**config.mk**
```make
export PLATFORM = sky130hd
export DESIGN_NAME = scaler_frame_ctrl
export DESIGN_NICKNAME = d
export VERILOG_FILES = /design/src/rtl/scaler_frame_ctrl.sv
export SDC_FILE = /design/constraint.sdc
export NUM_CORES = 1
export LEC_CHECK = 0
export CORE_UTILIZATION = 35
export DETAILED_ROUTE_END_ITERATION = 16
export GPL_TIMING_DRIVEN = 0
export PLACE_DENSITY_LB_ADDON = 0.3
export SLEW_MARGIN = 20
export SYNTH_ARGS = -nofsm -noshare
export SYNTH_HDL_FRONTEND = slang
export SYNTH_SLANG_ARGS = --single-unit
```
**constraint.sdc**
```tcl
create_clock -name clk -period 10.01 [get_ports clk]
set_clock_uncertainty 0.15 [all_clocks]
set_input_delay 2.5025 -clock clk [delete_from_list [all_inputs] [get_ports clk]]
set_output_delay 2.5025 -clock clk [all_outputs]
set_load 0.02 [all_outputs]
```
**src/rtl/scaler_frame_ctrl.sv**
```systemverilog
// Frame sequencer for the scaler pair: latches per-frame dimensions, issues
// scaler restart/step strobes and walks the output raster on AXI-Stream.
module scaler_frame_ctrl #(
    parameter int C_S_WIDTH = 12,
    parameter int C_M_WIDTH = 12
) (
    input  logic                 clk,
    input  logic                 resetn,
    input  logic [C_S_WIDTH-1:0] cfg_s_width,
    input  logic [C_S_WIDTH-1:0] cfg_s_height,
    input  logic [C_M_WIDTH-1:0] cfg_m_width,
    input  logic [C_M_WIDTH-1:0] cfg_m_height,
    input  logic                 cfg_wr,
    input  logic                 start,
    input  logic                 abort,
    output logic                 busy,
    output logic                 done,
    output logic                 cfg_err,
    output logic [C_S_WIDTH-1:0] h_s_nbr,
    output logic [C_M_WIDTH-1:0] h_m_nbr,
    output logic [C_S_WIDTH-1:0] v_s_nbr,
    output logic [C_M_WIDTH-1:0] v_m_nbr,
    output logic                 h_restart,
    output logic                 v_restart,
    output logic                 h_step,
    output logic                 v_step,
    output logic                 m_valid,
    input  logic                 m_ready,
    output logic                 m_user,
    output logic                 m_last,
    output logic [C_M_WIDTH-1:0] m_x,
    output logic [C_M_WIDTH-1:0] m_y
);

    typedef enum logic [2:0] {
        ST_IDLE   = 3'd0,
        ST_LOAD   = 3'd1,
        ST_LSTART = 3'd2,
        ST_ACTIVE = 3'd3,
        ST_DONE   = 3'd4
    } state_t;

    localparam logic [C_S_WIDTH-1:0] S_ZERO = {C_S_WIDTH{1'b0}};
    localparam logic [C_M_WIDTH-1:0] M_ZERO = {C_M_WIDTH{1'b0}};
    localparam logic [C_M_WIDTH-1:0] M_ONE  = {{(C_M_WIDTH-1){1'b0}}, 1'b1};

    state_t                 state_r, state_next_s;
    logic [C_S_WIDTH-1:0]   sh_s_width_r, sh_s_height_r;
    logic [C_M_WIDTH-1:0]   sh_m_width_r, sh_m_height_r;
    logic [C_S_WIDTH-1:0]   act_s_width_r, act_s_height_r;
    logic [C_M_WIDTH-1:0]   act_m_width_r, act_m_height_r;
    logic [C_M_WIDTH-1:0]   x_r, y_r;
    logic                   busy_r, done_r, cfg_err_r, m_valid_r;
    logic                   h_restart_r, v_restart_r;
    logic                   shadow_zero_s, active_zero_s;
    logic                   accept_s, x_end_s, y_end_s;

    assign shadow_zero_s = (sh_s_width_r == S_ZERO) | (sh_s_height_r == S_ZERO) |
                           (sh_m_width_r == M_ZERO) | (sh_m_height_r == M_ZERO);
    assign active_zero_s = (act_s_width_r == S_ZERO) | (act_s_height_r == S_ZERO) |
                           (act_m_width_r == M_ZERO) | (act_m_height_r == M_ZERO);
    assign accept_s = m_valid_r & m_ready;
    assign x_end_s  = (x_r == act_m_width_r - M_ONE);
    assign y_end_s  = (y_r == act_m_height_r - M_ONE);

    // State register
    always_ff @(posedge clk) begin
        if (!resetn) begin
            state_r <= ST_IDLE;
        end else begin
            state_r <= state_next_s;
        end
    end

    // Next-state decode; abort wins over start and over beat completion
    always_comb begin
        state_next_s = state_r;
        case (state_r)
            ST_IDLE: begin
                if (start && !abort) state_next_s = ST_LOAD;
                else                 state_next_s = ST_IDLE;
            end
            ST_LOAD: begin
                if (abort)              state_next_s = ST_IDLE;
                else if (active_zero_s) state_next_s = ST_DONE;
                else                    state_next_s = ST_LSTART;
            end
            ST_LSTART: begin
                if (abort) state_next_s = ST_IDLE;
                else       state_next_s = ST_ACTIVE;
            end
            ST_ACTIVE: begin
                if (abort)                        state_next_s = ST_IDLE;
                else if (accept_s && x_end_s)     state_next_s = y_end_s ? ST_DONE : ST_LSTART;
                else                              state_next_s = ST_ACTIVE;
            end
            ST_DONE:  state_next_s = ST_IDLE;
            default:  state_next_s = ST_IDLE;
        endcase
    end

    // Shadow capture and active copy; the copy lands as LOAD is entered so the
    // scalers see stable dimensions throughout their restart pulses
    always_ff @(posedge clk) begin
        if (!resetn) begin
            sh_s_width_r   <= S_ZERO;
            sh_s_height_r  <= S_ZERO;
            sh_m_width_r   <= M_ZERO;
            sh_m_height_r  <= M_ZERO;
            act_s_width_r  <= S_ZERO;
            act_s_height_r <= S_ZERO;
            act_m_width_r  <= M_ZERO;
            act_m_height_r <= M_ZERO;
            cfg_err_r      <= 1'b0;
        end else begin
            if (cfg_wr) begin
                sh_s_width_r  <= cfg_s_width;
                sh_s_height_r <= cfg_s_height;
                sh_m_width_r  <= cfg_m_width;
                sh_m_height_r <= cfg_m_height;
            end
            if (state_r == ST_IDLE && state_next_s == ST_LOAD) begin
                act_s_width_r  <= sh_s_width_r;
                act_s_height_r <= sh_s_height_r;
                act_m_width_r  <= sh_m_width_r;
                act_m_height_r <= sh_m_height_r;
                cfg_err_r      <= shadow_zero_s;
            end
        end
    end

    // Raster counters; they saturate at the last beat instead of wrapping
    always_ff @(posedge clk) begin
        if (!resetn) begin
            x_r <= M_ZERO;
            y_r <= M_ZERO;
        end else begin
            if (state_r == ST_LOAD)   y_r <= M_ZERO;
            if (state_r == ST_LSTART) x_r <= M_ZERO;
            if (accept_s) begin
                if (!x_end_s)     x_r <= x_r + M_ONE;
                else if (!y_end_s) y_r <= y_r + M_ONE;
            end
        end
    end

    // Control outputs registered from the next state
    always_ff @(posedge clk) begin
        if (!resetn) begin
            busy_r      <= 1'b0;
            done_r      <= 1'b0;
            m_valid_r   <= 1'b0;
            h_restart_r <= 1'b0;
            v_restart_r <= 1'b0;
        end else begin
            busy_r      <= (state_next_s != ST_IDLE);
            done_r      <= (state_next_s == ST_DONE);
            m_valid_r   <= (state_next_s == ST_ACTIVE);
            h_restart_r <= (state_next_s == ST_LSTART);
            v_restart_r <= (state_next_s == ST_LOAD) & ~shadow_zero_s;
        end
    end

    assign busy      = busy_r;
    assign done      = done_r;
    assign cfg_err   = cfg_err_r;
    assign h_s_nbr   = act_s_width_r;
    assign h_m_nbr   = act_m_width_r;
    assign v_s_nbr   = act_s_height_r;
    assign v_m_nbr   = act_m_height_r;
    assign h_restart = h_restart_r;
    assign v_restart = v_restart_r;
    assign m_valid   = m_valid_r;
    assign h_step    = accept_s;
    assign v_step    = accept_s & x_end_s & ~y_end_s;
    assign m_user    = m_valid_r & (x_r == M_ZERO) & (y_r == M_ZERO);
    assign m_last    = m_valid_r & x_end_s;
    assign m_x       = x_r;
    assign m_y       = y_r;

endmodule

```
==> impl_metrics.ini, run 1 <==
[status]
status = finished, final reports clean

[floorplan]
ios = 136
core-area_um2 = 16800
die_area_um2 = 18000
row_count = 47
fp.dieW_um = 134
start_util_pct = 36.3
dieHeight_um = 134

[final_layout]
area_growth_pct = 36.1
final_area_um2 = 8310
fillCellCount = 1675
fin_nets = 944
fin_cells = 1117
diodes = 0
post_route_cells_drive_above_1_share_pct = 4.79
register_area_um2 = 2580
fin_util_pct = 49.4
multiInputGateArea_um2 = 3290

[grt]
grt_max_degree = 17
grt_pass1_wl_mm = 28.2
antenna_found_initial = 0
grt_pass1_vias = 5365
overflow = 0
track_usage_pct = 20.1

[clock_network]
htreeDepth = 4
cts_buffers = 17
cts_setup_buffers = 0
worstSkewPairLatency_ns = 0.43
cts.sinks = 129
cts-resized-gates = 0
cts_tree = done
ctsHoldBuffers = 0
clock-root-buffer = clkbuf_16
path_clk_slew_ns = 0.06
clock_path_buffers = 2

[synth]
synth_edf_count = 0
yosys-top-cells-area = dfxtp_1 (42%), mux2i_1 (8.4%), nand2_1 (7.5%)
synth.largest_area_cell = dfxtp_1
syn_area_um2 = 6110
yosys.area.top_type_share_pct = 42.3
synthCells = 731
synth-async-reset-ratio_pct = 0
syn_nets = 791
synth_warnings = 0
ys_seq_elements = 129
ys.flop_type = dfxtp_1
ys_seq_area_share_pct = 42.3
synth_cell_types = 64
synth.avg_cell_area_um2 = 8.36

[drt]
vias_per_cell = 5.16
drt-initial-drc-count = 370
drcViolationCount = 0
vias = 5767
drt-total-wl_mm = 17.9
dr.pass1.iters = 5
wire_per_inst_um = 16.0
ant_nets = 0

[timing]
worstMarginPinSlew_ns = 1.03
tns_ns = 0
setup_slack_ns = 2.62
finalMaxSlewViolations = 0
fmax_mhz = 135
setup_viol_count_final = 0
finalHoldViolCount = 0
slew_headroom_pct = 30.6
rsz0062_at_grt = no
post-route-min-period_ns = 7.39
fin_worst_hold_slack_ns = 0.318
final.period_utilization_pct = 73.9

[placed_design]
place_inst = 1085
post_dp_cell_area_um2 = 7720
gp_congestion = 0.866
portBuffers = 134
pre_cts_slack_ns = 2.63
dp_hpwl_mm = 13.4

[setup_path]
endpoint_kind = output port
cp_data_arrival_time_ns = 4.74
worstSetupPathType = input port to output port
critPathRequiredTime_ns = 7.36
critPathLaunchType = input port
crit_fanout = 10
r2r_cells = 10

[power]
power.total_mw = 1.30
p_leak_nw = 3.19
powerDensity_nw_per_um2 = 156
irDropWorstVdd_uv = 139

[hold_path]
hp-class = flop to flop
whs_path_depth = 2

[flow_run]
drv_cap = 0
layout make-up:
class / instances / area share [%]
clock inverters: 14 / 1.90
clock buffers: 18 / 5.16
multi-input cells: 541 / 39.5
flip-flops and latches: 129 / 31.1
plain buffers: 40 / 1.94
inverters: 21 / 0.948
repair buffers: 134 / 16.1
well taps: 220 / 3.31
registers in the layout (all words and copies together), names as in the netlist:
signal	count
m_y	12
h_s_nbr	12
v_s_nbr	12
done	1
m_valid	1
state_r	3
sh_s_width_r	12
h_restart	1
m_x	12
v_m_nbr	12
sh_m_height_r	12
sh_m_width_r	12
busy	1
cfg_err	1
v_restart	1
sh_s_height_r	12
h_m_nbr	12
critical path: stages:
cell and delay, ns:
clkdlybuf4s50_1 0.45, nand2_1 0.10, inv_1 0.24, o211ai_1 0.13, a2111o_1 0.42, buf_2 0.24
inv_1 0.06, clkdlybuf4s50_1 0.59
path summary, 6_finish.rpt:
| path | start | to | slack [ns] |
|---|---|---|---|
| max | m_ready | v_step | 2.62 |
| min | sh_s_height_r[0] | v_s_nbr[0] | 0.32 |
| max reg2reg | v_m_nbr[0] | m_y[6] | 6.57 |
| min reg2reg | sh_s_height_r[0] | v_s_nbr[0] | 0.32 |
kinds of logic after synthesis:
group	after synthesis	synth area share, %
AO/OA/AOI/OAI	126	13.3
XOR/XNOR	30	4.65
adder cells (fa/ha/maj)	6	1.23
buffers and inverters	61	3.93
flip-flops	129	42.3
multiplexers	51	8.36
AND/OR/NAND/NOR	328	26.3
placed cells by master, fill, tap and decap left out, types with 12 or more instances in the layout:
cell type and count:
a21oi_1 57, and3_1 14, clkbuf_1 34, clkbuf_16 17, clkdlybuf4s50_1 134, dfxtp_1 129, inv_1 21, mux2i_1 51
nand2_1 122, nand3_1 25, nor2_1 68, nor3_1 17, nor4_1 28, xnor2_1 12, xor2_1 16
metal layers:
metal	wire length, µm	track usage (%)	vias up
met4	250	5.87	0
met2	8170	32.0	174
met5	0	0	-
met3	1190	6.42	19
li1	-	-	2900
met1	8250	26.0	2674
cell usage after synthesis (4+ instances only):
| cell | count |
|---|---|
| nor3_1 | 17 |
| clkbuf_1 | 33 |
| and3_1 | 14 |
| o21ai_0 | 11 |
| ha_1 | 6 |
| mux2i_1 | 51 |
| nor4_1 | 28 |
| nand2_1 | 122 |
| xnor2_1 | 12 |
| a21o_1 | 5 |
| o31ai_1 | 5 |
| or3_1 | 5 |
| inv_1 | 21 |
| nand4_1 | 11 |
| nor4b_1 | 7 |
| nor3b_1 | 5 |
| o2bb2ai_1 | 4 |
| dfxtp_1 | 129 |
| o21bai_1 | 4 |
| nor2_1 | 68 |
| a21oi_1 | 57 |
| xor2_1 | 16 |
| o211ai_1 | 5 |
| nand2b_1 | 9 |
| a211o_1 | 6 |
| o22ai_1 | 4 |
| nand3_1 | 25 |
where the power goes:
part / leakage [nW] / internal [mW] / switching, mW
registers: 1.05 / 0.531 / 0.0170
clock network: 0.283 / 0.370 / 0.247
logic: 1.86 / 0.0635 / 0.0695
total: 3.19 / 0.965 / 0.333
(Power assumes the default switching activity.)
==> inputs of run 2 (changes only) <==
clock period = 6.2 ns   (was 10.01 ns; I/O delays follow)
==> results of run 2 <==
The final DEF is identical to that of run 1. Status: finished, final reports clean.
Main changes from that run: setup slack after placement 2.63 ns -> 0.726 ns; setup slack after layout 2.62 ns -> 0.674 ns; start point of the critical path m_ready -> v_m_nbr[0]; register-to-register setup slack 6.57 ns -> 2.76 ns; total power 1.30 mW -> 2.10 mW; worst IR drop on VDD 139 µV -> 225 µV
==> inputs of run 3 (changes only) <==
clock period = 6.09 ns   (was 6.2 ns; I/O delays follow)
==> results of run 3 <==
The final DEF is identical to that of run 1. Status: finished, final reports clean.
Main changes from that run: setup slack after placement 2.63 ns -> 0.671 ns; setup slack after layout 2.62 ns -> 0.592 ns; start point of the critical path m_ready -> v_m_nbr[0]; register-to-register setup slack 6.57 ns -> 2.65 ns; total power 1.30 mW -> 2.13 mW; worst IR drop on VDD 139 µV -> 229 µV
